File: config.mk
export PLATFORM = sky130hd
export DESIGN_NAME = hdmi_output_sequencer_flat
export DESIGN_NICKNAME = d
export VERILOG_FILES = /design/src/rtl/hdmi_output_sequencer_pkg.sv /design/src/rtl/hdmi_output_sequencer_if.sv /design/src/rtl/hdmi_output_sequencer_hpd_debounce.sv /design/src/rtl/hdmi_output_sequencer.sv /design/src/flat_wrapper.sv
export SDC_FILE = /design/constraint.sdc
export NUM_CORES = 1
export LEC_CHECK = 0
export ABC_CLOCK_PERIOD_IN_PS = 2350
export BUFFER_PORTS_ARGS = -buffer_cell sky130_fd_sc_hd__buf_2
export CORE_MARGIN = 5
export CORE_UTILIZATION = 52
export CTS_CLUSTER_SIZE = 14
export DETAILED_ROUTE_END_ITERATION = 16
export PLACE_DENSITY = 0.82
export SLEW_MARGIN = 10
export SYNTH_ARGS = -nofsm -noshare
export SYNTH_HDL_FRONTEND = slang
export SYNTH_SLANG_ARGS = --single-unit
File: constraint.sdc
create_clock -name clk_pixel -period 2.35 [get_ports clk_pixel]
set_clock_uncertainty 0.1 [all_clocks]
set_input_delay 0.1175 -clock clk_pixel [delete_from_list [all_inputs] [get_ports clk_pixel]]
set_output_delay 0.1175 -clock clk_pixel [all_outputs]
set_load 0.02 [all_outputs]
File: src/rtl/hdmi_output_sequencer_pkg.sv
// ---------------------------------------------------------------------------
// hdmi_output_sequencer_pkg
// Shared definitions for the HDMI output sequencer: FSM state encodings,
// pixel-source ids and a small state-classification helper.
// No ports (package).
// ---------------------------------------------------------------------------
package hdmi_output_sequencer_pkg;

    // FSM state encodings; these values are also what seq_state reports.
    localparam logic [2:0] ST_OFF         = 3'd0;
    localparam logic [2:0] ST_DEBOUNCE    = 3'd1;
    localparam logic [2:0] ST_SYNC        = 3'd2;
    localparam logic [2:0] ST_BLANK       = 3'd3;
    localparam logic [2:0] ST_ACTIVE      = 3'd4;
    localparam logic [2:0] ST_SWITCH_WAIT = 3'd5;
    localparam logic [2:0] ST_FAULT       = 3'd6;

    // Pixel source ids driven on src_active.
    localparam logic [1:0] SRC_TEST = 2'd0;
    localparam logic [1:0] SRC_CRT  = 2'd1;

    // Width of the blanked-frame counter (C_BLANK_FRAMES is 1..255).
    localparam int FCNT_W = 8;

    // States in which frame_start pulses are expected to keep arriving.
    function automatic logic is_running(input logic [2:0] st);
        return (st == ST_SYNC) || (st == ST_BLANK) ||
               (st == ST_ACTIVE) || (st == ST_SWITCH_WAIT);
    endfunction

endpackage

File: src/rtl/hdmi_output_sequencer_if.sv
// ---------------------------------------------------------------------------
// hdmi_output_sequencer_if
// Source-change request channel into the HDMI output sequencer.
//   sel_req_valid  requester -> sequencer  request present
//   sel_req_src    requester -> sequencer  requested source id (2 bits)
//   sel_req_ready  sequencer -> requester  sequencer can take a request
// Handshake: a request transfers on every rising clock edge where
// sel_req_valid && sel_req_ready are both 1. While valid is high and ready is
// low the requester holds valid and src stable. Ready does not depend on valid.
// ---------------------------------------------------------------------------
interface hdmi_output_sequencer_if;
    logic       sel_req_valid;
    logic [1:0] sel_req_src;
    logic       sel_req_ready;

    modport master (
        output sel_req_valid,
        output sel_req_src,
        input  sel_req_ready
    );

    modport slave (
        input  sel_req_valid,
        input  sel_req_src,
        output sel_req_ready
    );
endinterface

File: src/rtl/hdmi_output_sequencer_hpd_debounce.sv
// ---------------------------------------------------------------------------
// hdmi_output_sequencer_hpd_debounce
// Two-flop synchroniser for the raw monitor HPD pin followed by a saturating
// debounce counter that runs while the synchronised HPD is high.
//   clk            in   pixel clock
//   rst_n          in   asynchronous active-low reset
//   hpd_in         in   raw HPD, asynchronous
//   hpd_sync       out  HPD after the 2-flop synchroniser
//   hpd_debounced  out  1 on the edge the counter reaches C_HPD_DEBOUNCE and after
// ---------------------------------------------------------------------------
module hdmi_output_sequencer_hpd_debounce #(
    parameter int unsigned C_HPD_DEBOUNCE = 1020000
) (
    input  logic clk,
    input  logic rst_n,
    input  logic hpd_in,
    output logic hpd_sync,
    output logic hpd_debounced
);

    localparam int CW = $clog2(C_HPD_DEBOUNCE + 1);
    localparam logic [CW-1:0] CNT_MAX  = CW'(C_HPD_DEBOUNCE);
    localparam logic [CW-1:0] CNT_LAST = CW'(C_HPD_DEBOUNCE - 1);

    logic          sync1_q, sync1_d;
    logic          sync2_q, sync2_d;
    logic [CW-1:0] cnt_q, cnt_d;

    always_comb begin
        sync1_d = hpd_in;
        sync2_d = sync1_q;
        // Any low sample restarts the count from zero; saturate at the target.
        if (!sync2_q) begin
            cnt_d = '0;
        end else if (cnt_q == CNT_MAX) begin
            cnt_d = cnt_q;
        end else begin
            cnt_d = cnt_q + CW'(1);
        end
    end

    always_ff @(posedge clk or negedge rst_n) begin
        if (!rst_n) begin
            sync1_q <= 1'b0;
            sync2_q <= 1'b0;
            cnt_q   <= '0;
        end else begin
            sync1_q <= sync1_d;
            sync2_q <= sync2_d;
            cnt_q   <= cnt_d;
        end
    end

    assign hpd_sync = sync2_q;
    // Asserted one count early so the FSM leaves DEBOUNCE on the same edge
    // that the counter reaches the target.
    assign hpd_debounced = sync2_q && (cnt_q >= CNT_LAST);

endmodule

File: src/rtl/hdmi_output_sequencer.sv
// ---------------------------------------------------------------------------
// hdmi_output_sequencer
// Sequences HDMI output bring-up and pixel-source switching in the pixel clock
// domain: debounces monitor HPD, waits for a frame boundary, blanks a set number
// of frames, then runs; source changes are applied only on frame boundaries.
//   clk_pixel     in   pixel clock (only clock)
//   rst_pixel_n   in   asynchronous active-low reset
//   frame_start   in   1-cycle pulse at h=0,v=0
//   hpd_in        in   raw HPD (asynchronous)
//   sel_req       if   source-change request channel (slave modport)
//   src_active    out  source select for the pixel mux
//   force_blank   out  1 = output must be blanked (state != ACTIVE)
//   hpd_stable    out  debounced HPD (state >= SYNC)
//   seq_state     out  current FSM state
//   wdog_fault    out  frame watchdog tripped
// Build option: define HDMI_SEQ_WDOG_EN to include the frame watchdog and the
// FAULT state; without it wdog_fault is tied 0 and FAULT is unreachable.
// ---------------------------------------------------------------------------
module hdmi_output_sequencer
    import hdmi_output_sequencer_pkg::*;
#(
    parameter int unsigned C_HPD_DEBOUNCE = 1020000,
    parameter int unsigned C_BLANK_FRAMES = 2,
    parameter logic [1:0]  C_DEFAULT_SRC  = SRC_TEST,
    parameter int unsigned C_WDOG_CYCLES  = 1100000
) (
    input  logic                     clk_pixel,
    input  logic                     rst_pixel_n,
    input  logic                     frame_start,
    input  logic                     hpd_in,
    hdmi_output_sequencer_if.slave   sel_req,
    output logic [1:0]               src_active,
    output logic                     force_blank,
    output logic                     hpd_stable,
    output logic [2:0]               seq_state,
    output logic                     wdog_fault
);

    localparam logic [FCNT_W-1:0] BLANK_LOAD = FCNT_W'(C_BLANK_FRAMES);

    logic              hpd_sync;
    logic              hpd_debounced;
    logic              accept;
    logic              wdog_trip;

    logic [2:0]        state_q, state_d;
    logic [1:0]        src_q, src_d;
    logic [1:0]        pend_q, pend_d;
    logic [FCNT_W-1:0] fcnt_q, fcnt_d;

    hdmi_output_sequencer_hpd_debounce #(
        .C_HPD_DEBOUNCE (C_HPD_DEBOUNCE)
    ) u_hpd_debounce (
        .clk           (clk_pixel),
        .rst_n         (rst_pixel_n),
        .hpd_in        (hpd_in),
        .hpd_sync      (hpd_sync),
        .hpd_debounced (hpd_debounced)
    );

    assign sel_req.sel_req_ready = (state_q == ST_OFF) || (state_q == ST_ACTIVE);
    assign accept = sel_req.sel_req_valid && sel_req.sel_req_ready;

`ifdef HDMI_SEQ_WDOG_EN
    localparam int WW = $clog2(C_WDOG_CYCLES + 1);
    localparam logic [WW-1:0] WDOG_MAX  = WW'(C_WDOG_CYCLES);
    localparam logic [WW-1:0] WDOG_LAST = WW'(C_WDOG_CYCLES - 1);

    logic [WW-1:0] wdog_cnt_q, wdog_cnt_d;

    // Counts cycles since the last frame_start while video should be flowing;
    // trips on the edge the count reaches the limit.
    always_comb begin
        wdog_cnt_d = '0;
        wdog_trip  = 1'b0;
        if (is_running(state_q) && !frame_start) begin
            wdog_cnt_d = (wdog_cnt_q == WDOG_MAX) ? wdog_cnt_q : wdog_cnt_q + WW'(1);
            wdog_trip  = (wdog_cnt_q >= WDOG_LAST);
        end
    end

    always_ff @(posedge clk_pixel or negedge rst_pixel_n) begin
        if (!rst_pixel_n) begin
            wdog_cnt_q <= '0;
        end else begin
            wdog_cnt_q <= wdog_cnt_d;
        end
    end

    assign wdog_fault = (state_q == ST_FAULT);
`else
    // Timeout has no meaning without the watchdog built in.
    logic unused_wdog_cfg;
    assign unused_wdog_cfg = (C_WDOG_CYCLES != 0);
    assign wdog_trip  = 1'b0;
    assign wdog_fault = 1'b0;
`endif

    always_comb begin
        state_d = state_q;
        src_d   = src_q;
        pend_d  = pend_q;
        fcnt_d  = fcnt_q;

        if ((state_q != ST_OFF) && !hpd_sync) begin
            // Monitor lost: drop straight to OFF. A request taken in ACTIVE
            // this cycle still lands, since nothing is being shown anyway.
            state_d = ST_OFF;
            if (accept) begin
                src_d = sel_req.sel_req_src;
            end
        end else if (wdog_trip) begin
            state_d = ST_FAULT;
        end else begin
            case (state_q)
                ST_OFF: begin
                    // Output is blanked, so a source change can apply at once.
                    if (accept) begin
                        src_d = sel_req.sel_req_src;
                    end
                    if (hpd_sync) begin
                        state_d = ST_DEBOUNCE;
                    end
                end
                ST_DEBOUNCE: begin
                    if (hpd_debounced) begin
                        state_d = ST_SYNC;
                    end
                end
                ST_SYNC: begin
                    if (frame_start) begin
                        fcnt_d  = BLANK_LOAD;
                        state_d = ST_BLANK;
                    end
                end
                ST_BLANK: begin
                    if (frame_start) begin
                        if (fcnt_q <= FCNT_W'(1)) begin
                            state_d = ST_ACTIVE;
                        end else begin
                            fcnt_d = fcnt_q - FCNT_W'(1);
                        end
                    end
                end
                ST_ACTIVE: begin
                    if (accept && (sel_req.sel_req_src != src_q)) begin
                        pend_d  = sel_req.sel_req_src;
                        state_d = ST_SWITCH_WAIT;
                    end
                end
                ST_SWITCH_WAIT: begin
                    if (frame_start) begin
                        src_d   = pend_q;
                        fcnt_d  = BLANK_LOAD;
                        state_d = ST_BLANK;
                    end
                end
                ST_FAULT: begin
                    if (frame_start) begin
                        state_d = ST_SYNC;
                    end
                end
                default: begin
                    state_d = ST_OFF;
                end
            endcase
        end
    end

    always_ff @(posedge clk_pixel or negedge rst_pixel_n) begin
        if (!rst_pixel_n) begin
            state_q <= ST_OFF;
            src_q   <= C_DEFAULT_SRC;
            pend_q  <= C_DEFAULT_SRC;
            fcnt_q  <= '0;
        end else begin
            state_q <= state_d;
            src_q   <= src_d;
            pend_q  <= pend_d;
            fcnt_q  <= fcnt_d;
        end
    end

    assign src_active  = src_q;
    assign force_blank = (state_q != ST_ACTIVE);
    assign hpd_stable  = (state_q >= ST_SYNC);
    assign seq_state   = state_q;

endmodule

File: src/flat_wrapper.sv
// flat-port wrapper written by rule: the top's interface ports become plain ports
module hdmi_output_sequencer_flat import hdmi_output_sequencer_pkg::*;
#(
    parameter int unsigned C_HPD_DEBOUNCE = 1020000,
    parameter int unsigned C_BLANK_FRAMES = 2,
    parameter logic [1:0]  C_DEFAULT_SRC  = SRC_TEST,
    parameter int unsigned C_WDOG_CYCLES  = 1100000
)
  (clk_pixel, rst_pixel_n, frame_start, hpd_in, src_active, force_blank, hpd_stable, seq_state, wdog_fault, sel_req_sel_req_valid, sel_req_sel_req_src, sel_req_sel_req_ready);
  hdmi_output_sequencer_if sel_req_i ();
  input  logic clk_pixel;
  input  logic rst_pixel_n;
  input  logic frame_start;
  input  logic hpd_in;
  output logic [1:0] src_active;
  output logic force_blank;
  output logic hpd_stable;
  output logic [2:0] seq_state;
  output logic wdog_fault;
  input wire logic [$bits(sel_req_i.sel_req_valid)-1:0] sel_req_sel_req_valid;
  input wire logic [$bits(sel_req_i.sel_req_src)-1:0] sel_req_sel_req_src;
  output wire logic [$bits(sel_req_i.sel_req_ready)-1:0] sel_req_sel_req_ready;
  assign sel_req_i.sel_req_valid = sel_req_sel_req_valid;
  assign sel_req_i.sel_req_src = sel_req_sel_req_src;
  assign sel_req_sel_req_ready = sel_req_i.sel_req_ready;
  hdmi_output_sequencer #(.C_HPD_DEBOUNCE(C_HPD_DEBOUNCE), .C_BLANK_FRAMES(C_BLANK_FRAMES), .C_DEFAULT_SRC(C_DEFAULT_SRC), .C_WDOG_CYCLES(C_WDOG_CYCLES)) u_core (.clk_pixel(clk_pixel), .rst_pixel_n(rst_pixel_n), .frame_start(frame_start), .hpd_in(hpd_in), .sel_req(sel_req_i), .src_active(src_active), .force_blank(force_blank), .hpd_stable(hpd_stable), .seq_state(seq_state), .wdog_fault(wdog_fault));
endmodule
### Yosys cells after proc, flatten, opt, wreduce, memory -nomap -nowiden

Cells that the tools add are included.

* bits of input ports: 7
* bits in latches: 0
* register bits: 37
* output and inout port bits: 9
* memories kept: 0
* RAM bits: 0
* memory bits (read-only): 0
* logic and storage cells: 68

* muxes and demuxes: 19
* equality and inequality tests: 21
* bitwise logic cells: 1
* divide/modulo/power cells: 0
* reduce and logical (&&, ||, !) cells: 15
* $add $sub $neg: 2
* $mul: 0
* $lt $le $gt $ge: 3
* shifts and indexed selects: 0

Operator list (count)
* 20-bit two-way mux: 2
* 3-bit two-way mux: 8
* 8-bit two-way mux: 3
* 20-bit by 1-bit adder with 20-bit output (second input constant): 1
* 20-bit equality test (second input constant): 1
* 20-bit greater-or-equal comparator (second input constant): 1
* 3-bit one-hot mux with 6 select lines: 1
* 8-bit one-hot mux with 2 select lines: 1
* 3-bit equality test (second input constant): 3
* 3-bit by 1-bit != test with 1-bit output (second input constant): 3
* 3-bit by 2-bit != test with 1-bit output (second input constant): 3
* 3-bit != test (second input constant): 3
* 8-bit by 1-bit less-or-equal comparator with 1-bit output (second input constant): 1
* 8-bit by 1-bit subtractor with 8-bit output (second input constant): 1
* 7-bit AND reduction: 1
* 3-bit by 2-bit equality test with 1-bit output (second input constant): 2
* 2-bit two-way mux: 3
* 2-bit != test (second input constant): 3
* 3-bit nonzero test: 2
* 5-bit AND reduction: 1
* 1-bit logical AND: 4
* 2-bit one-hot mux with 2 select lines: 1
* 3-bit by 1-bit equality test with 1-bit output (second input constant): 1
* 3-bit by 2-bit greater-or-equal comparator with 1-bit output (second input constant): 1
* 10 further kinds: 10

### Longest topological paths before layout

* depth after elaboration: 7
* depth in mapped cells: 7

### Hierarchy

Synthesis repeated with hierarchy kept, for this count alone.

* cell total of the unflattened synthesis: 239
* area total of the unflattened synthesis: 2278.4 µm²

By module, submodules not included
* hdmi_output_sequencer_hpd_debounce: cells each 126, seq. area each 550.5 µm², area an instance 1194.9 µm², times used 1
* hdmi_output_sequencer: cells each 113, seq. area each 375.4 µm², area an instance 1083.5 µm², times used 1

### Worst setup path before layout

Ideal clock, no wire load.

* kind: reg-to-reg
* start point: register u_core.state_q[1], in the netlist u_core.seq_state[1]
* end point: register u_core.pend_q[0]
* setup time: 125 ps
* stages on the path, launching flop included: 6
* slack: 333 ps
* path buffers: 1
* arrival: 1792 ps
* cells stage by stage: dfrtp_1 -> clkbuf_8 -> nor2_1 -> nand2_1 -> nor3_1 -> mux2_2

* longest elaborated chain between the ends: 5
* elaborated cells between the ends (all ways): 9

RTL lines
* start: declaration: RTL line hdmi_output_sequencer.sv:46 `logic [2:0] state_q, state_d;`
* start signal: assignment: RTL line hdmi_output_sequencer.sv:177 `state_q <= state_d;`
* 3-bit equality test / 3-bit zero test (equally long branches): RTL line hdmi_output_sequencer.sv:61 `assign sel_req.sel_req_ready = (state_q == ST_OFF) || (state_q == ST_ACTIVE);`
* 1-bit logical OR *: RTL line hdmi_output_sequencer.sv:61
* net sel_req_sel_req_ready: RTL line flat_wrapper.sv:22 `output wire logic [$bits(sel_req_i.sel_req_ready)-1:0] sel_req_sel_req_ready;`
* 1-bit logical AND *: RTL line hdmi_output_sequencer.sv:62 `assign accept = sel_req.sel_req_valid && sel_req.sel_req_ready;`
* 1-bit logical AND *: RTL line hdmi_output_sequencer.sv:146 `if (accept && (sel_req.sel_req_src != src_q)) begin`
* 3-bit AND reduction (no source line) *
* end signal: assignment: RTL line hdmi_output_sequencer.sv:179 `pend_q <= pend_d;`
* end: declaration: RTL line hdmi_output_sequencer.sv:48 `logic [1:0] pend_q, pend_d;`

The timed path passes the listed nets; every way through them passes the cells marked *.
A chain may end at the register's enable or synchronous reset.

### Worst setup path in the final report

* start point: register u_core.fcnt_q[0]
* end point: register u_core.fcnt_q[6]

* longest elaborated chain between the ends: 4
* elaborated cells between the ends (all ways): 7

RTL lines
* start: declaration: RTL line hdmi_output_sequencer.sv:49 `logic [FCNT_W-1:0] fcnt_q, fcnt_d;`
* start signal: assignment: RTL line hdmi_output_sequencer.sv:180 `fcnt_q <= fcnt_d;`
* 8-bit by 1-bit subtractor with 8-bit output: RTL line hdmi_output_sequencer.sv:141 `fcnt_d = fcnt_q - FCNT_W'(1);`
* 8-bit two-way mux: RTL line hdmi_output_sequencer.sv:138 `if (fcnt_q <= FCNT_W'(1)) begin`
* 8-bit two-way mux: RTL line hdmi_output_sequencer.sv:137 `if (frame_start) begin`
* 8-bit one-hot mux with 2 select lines: RTL line hdmi_output_sequencer.sv:115 `case (state_q)`

Parallel ways exist; a longest one is shown, timed or not. The select of a mux whose other input is x is not followed.

==> metrics.cfg <==
[status]
outcome=finished, final reports clean

[floorplan]
rows=23
die_h_um=75.0
core_area_mm2=0.00406
pin_count=16
initial_utilization=0.541
die_area_mm2=0.00562
die_w_um=75.0

[synth]
async_flop_share=1.00
ys_types=56
synthesis.nets=243
synth_fa_ha_area_frac=0.0228
synthCells=232
ys_seq_area_frac=0.422
synth_top_family_by_area=simple AND/OR/NAND/NOR gates
synthMuxAreaShare=0.00969
synth-xor-area-share=0.0718
ys.flop_type=dfrtp_1
ys_ff_latch=37
synth_edf_count=0
synth_compound_area_frac=0.123
syn-cell-area_mm2=0.00220
syn_area_per_cell_um2=9.46
ys.warnings.count=0
synthSimpleGateAreaFrac=0.300

[sta]
tightest_slew_ps=803
maxSlewViolCount=0
clock.fmax_mhz=468
setup_violations=0
rsz0062_at_grt=no
hold_viol_final=0
post-route-period-util=0.909
slew_headroom=0.464
fin_setup_tns_ps=0
holdWs_ps=21.0
finalCriticalPeriod_ps=2140

[worst_setup_path]
reg2reg_slack_ps=210
cp_slowest_cell=or3b_2
end_kind=flop
critPathMaxFanout=6
timing.rr.start=u_core.fcnt_q[0]
crit_path_cell_trace=inv_1, ha_1, or3b_2, or3_1, nor2b_1, o21ai_0, o41ai_1
reg2reg_to=u_core.fcnt_q[6]
cp.arrival_ps=2210
crit_start=u_core.fcnt_q[0]
cp-start-kind=flop
path_class=reg -> reg
cp_data_required_time_ps=2420
slowest_delay_ps=470
reg2regPathDepth=7

[placed_design]
numPortBuffers=14
dp.cells=290
placed_area_mm2=0.00228
dp_hpwl_um=2850
place_congestion=0.895

[power]
internal_power_mw=1.32
clock_power_share=0.285
leakagePower_nw=1.05
power-per-cell-area_mw_per_mm2=829
pwr-share-seq=0.429
p_comb_frac=0.286
power_switching_mw=0.689
sw_frac_of_total=0.343
ir_drop_mv=0.504

[layout]
final_area_mm2=0.00243
drive_gt1_frac=0.159
fin_cells=301
nets=261
num_antenna_cells=0
nFillCells=335
fin_util=0.598
syn_to_final_growth_pct=10.5

[drt]
drt_wl_total_um=4030
drt_iter0_drc=60
route.detailed.wl_per_inst_um=13.4
num_vias=1688
antenna_left=0
viasPerCell=5.61
dr.pass1.iters=4
drc=0

[min_path]
min_from=sel_req_sel_req_src[0]
min_path_type=in -> reg
whs_path_depth=2
hold_end=u_core.pend_q[0]

[clock_network]
htreeDepth=2
clk_latency_ps=290
cts_buffer_depth=2
cts.clk_slew.worst_paths_ps=80
clockRootBuffer=clkbuf_8
cts_tree=yes
hold_buffers=3
cts_sinks=37
post_cts_buffers=0
cts_resized=0
numCtsBuffers=5

[global_route]
grtUsageTotal=0.163
grt_pass1_vias=1563
antenna_found_initial=0
grt_max_degree=38
grt_first_pass_wirelength_um=6930
grt.overflow.total=0

[job]
maxCapViolations=0

sequential cells by signal, indices dropped and copies added, names as in the netlist:
signal / flops
u_core.u_hpd_debounce.sync1_q: 1
u_core.src_active: 2
u_core.fcnt_q: 8
u_core.u_hpd_debounce.hpd_sync: 1
u_core.seq_state: 3
u_core.u_hpd_debounce.cnt_q: 20
u_core.pend_q: 2
worst max-delay path by stage:
stage / end / slack (ps) / cells after the start
detailed placement: u_core.fcnt_q[6] / 240 / 7
CTS: u_core.fcnt_q[6] / 230 / 7
global route: u_core.fcnt_q[6] / 70 / 7
floorplan: u_core.pend_q[0] / 330 / 5
global placement: u_core.fcnt_q[6] / 320 / 7
finish: u_core.fcnt_q[6] / 210 / 7
critical path: cells and delay by family (launching register included):
family                     cells  cell delay (ps)
DFF                            1              430
buffers and inverters          1               80
and+or+nand+nor                3              940
AOI/OAI and AO/OA              2              280
adders and majority gates      1              190
synth_stat cells, drive strengths merged, types with 3 or more instances:
library cell  count  area [um2]
inv              11        41.3
clkbuf            3        21.3
dfrtp            37         926
and3              3        20.0
ha                4        50.1
xor2              6        52.6
nor2             13        48.8
or3               5        32.5
and2             16         100
o21ai            17        85.1
nor2b             5        31.3
nor4              4        46.3
xnor2            12         105
a21oi             8        40.0
nand3            15        75.1
buf               5        46.3
a21boi            4        30.0
nor3              8        40.0
nand4             3        33.8
nand2            19        71.3
o31ai             3        36.3
and4              4        37.5
area by class of cell:
cell class                      instances  area, um2  area share
Multi-Input combinational cell        176       1160       0.479
Inverter                               11       41.3      0.0170
Timing Repair Buffer                   19        115      0.0474
Clock inverter                          2       37.5      0.0155
Clock buffer                            6       82.6      0.0340
Tap cell                               50       62.6      0.0258
Sequential cell                        37        926       0.382
cells in the final DEF, fill, tap and decap left out, types with 2 or more instances in the layout:
master / synthesis / final
or3_1: 4 / 4
nor4_1: 2 / 2
nand2_1: 19 / 19
xnor2_1: 12 / 12
a21oi_1: 8 / 8
ha_1: 4 / 4
nor2_1: 13 / 13
o21a_1: 2 / 2
clkbuf_8: 1 / 6
and4_1: 3 / 3
and2_1: 16 / 16
nand3b_1: 2 / 2
buf_4: 1 / 2
a21boi_0: 3 / 3
or2_2: 2 / 2
dfrtp_1: 37 / 37
nand4_1: 2 / 2
o31ai_1: 2 / 2
o21ai_0: 15 / 15
xor2_1: 6 / 6
inv_1: 11 / 11
nor2b_1: 5 / 5
o21ai_1: 2 / 2
dlygate4sd3_1: 0 / 3
nor3_1: 8 / 8
buf_2: 1 / 14
nand3_1: 15 / 15
o22ai_1: 2 / 2
nor3b_1: 2 / 2
and3_1: 2 / 2
through the flow:
stage	power [mW]	worst slack [ps]
4_1_cts	2.03	230
2_1_floorplan	1.32	333
3_5_place_dp	1.45	242
5_1_grt	2.16	67.0
6_report	2.01	213
3_3_place_gp	1.43	316
power groups by stage:
stage | clock [mW] | combinational, mW | sequential [mW]
final | 0.574 | 0.575 | 0.862
after global routing | 0.618 | 0.656 | 0.883
after CTS | 0.589 | 0.580 | 0.860
after detailed placement | 0 | 0.575 | 0.873
after global placement | 0 | 0.563 | 0.866
after floorplan | 0 | 0.462 | 0.857
routing by layer:
metal  track usage  wire [um]
met5             0          0
met1         0.210       1840
met2         0.260       1970
met4        0.0593         58
met3        0.0494        155
kinds of logic (layout without fill, tap and decap cells):
family,after synthesis,count (layout)
AO/OA/AOI/OAI,42,42
XOR/XNOR,18,18
adder cells (fa/ha/maj),4,4
buffers and inverters,19,38
flip-flops,37,37
multiplexers,2,2
other,1,1
AND/OR/NAND/NOR,109,109
Note: power is estimated with default switching activity, not from simulation.
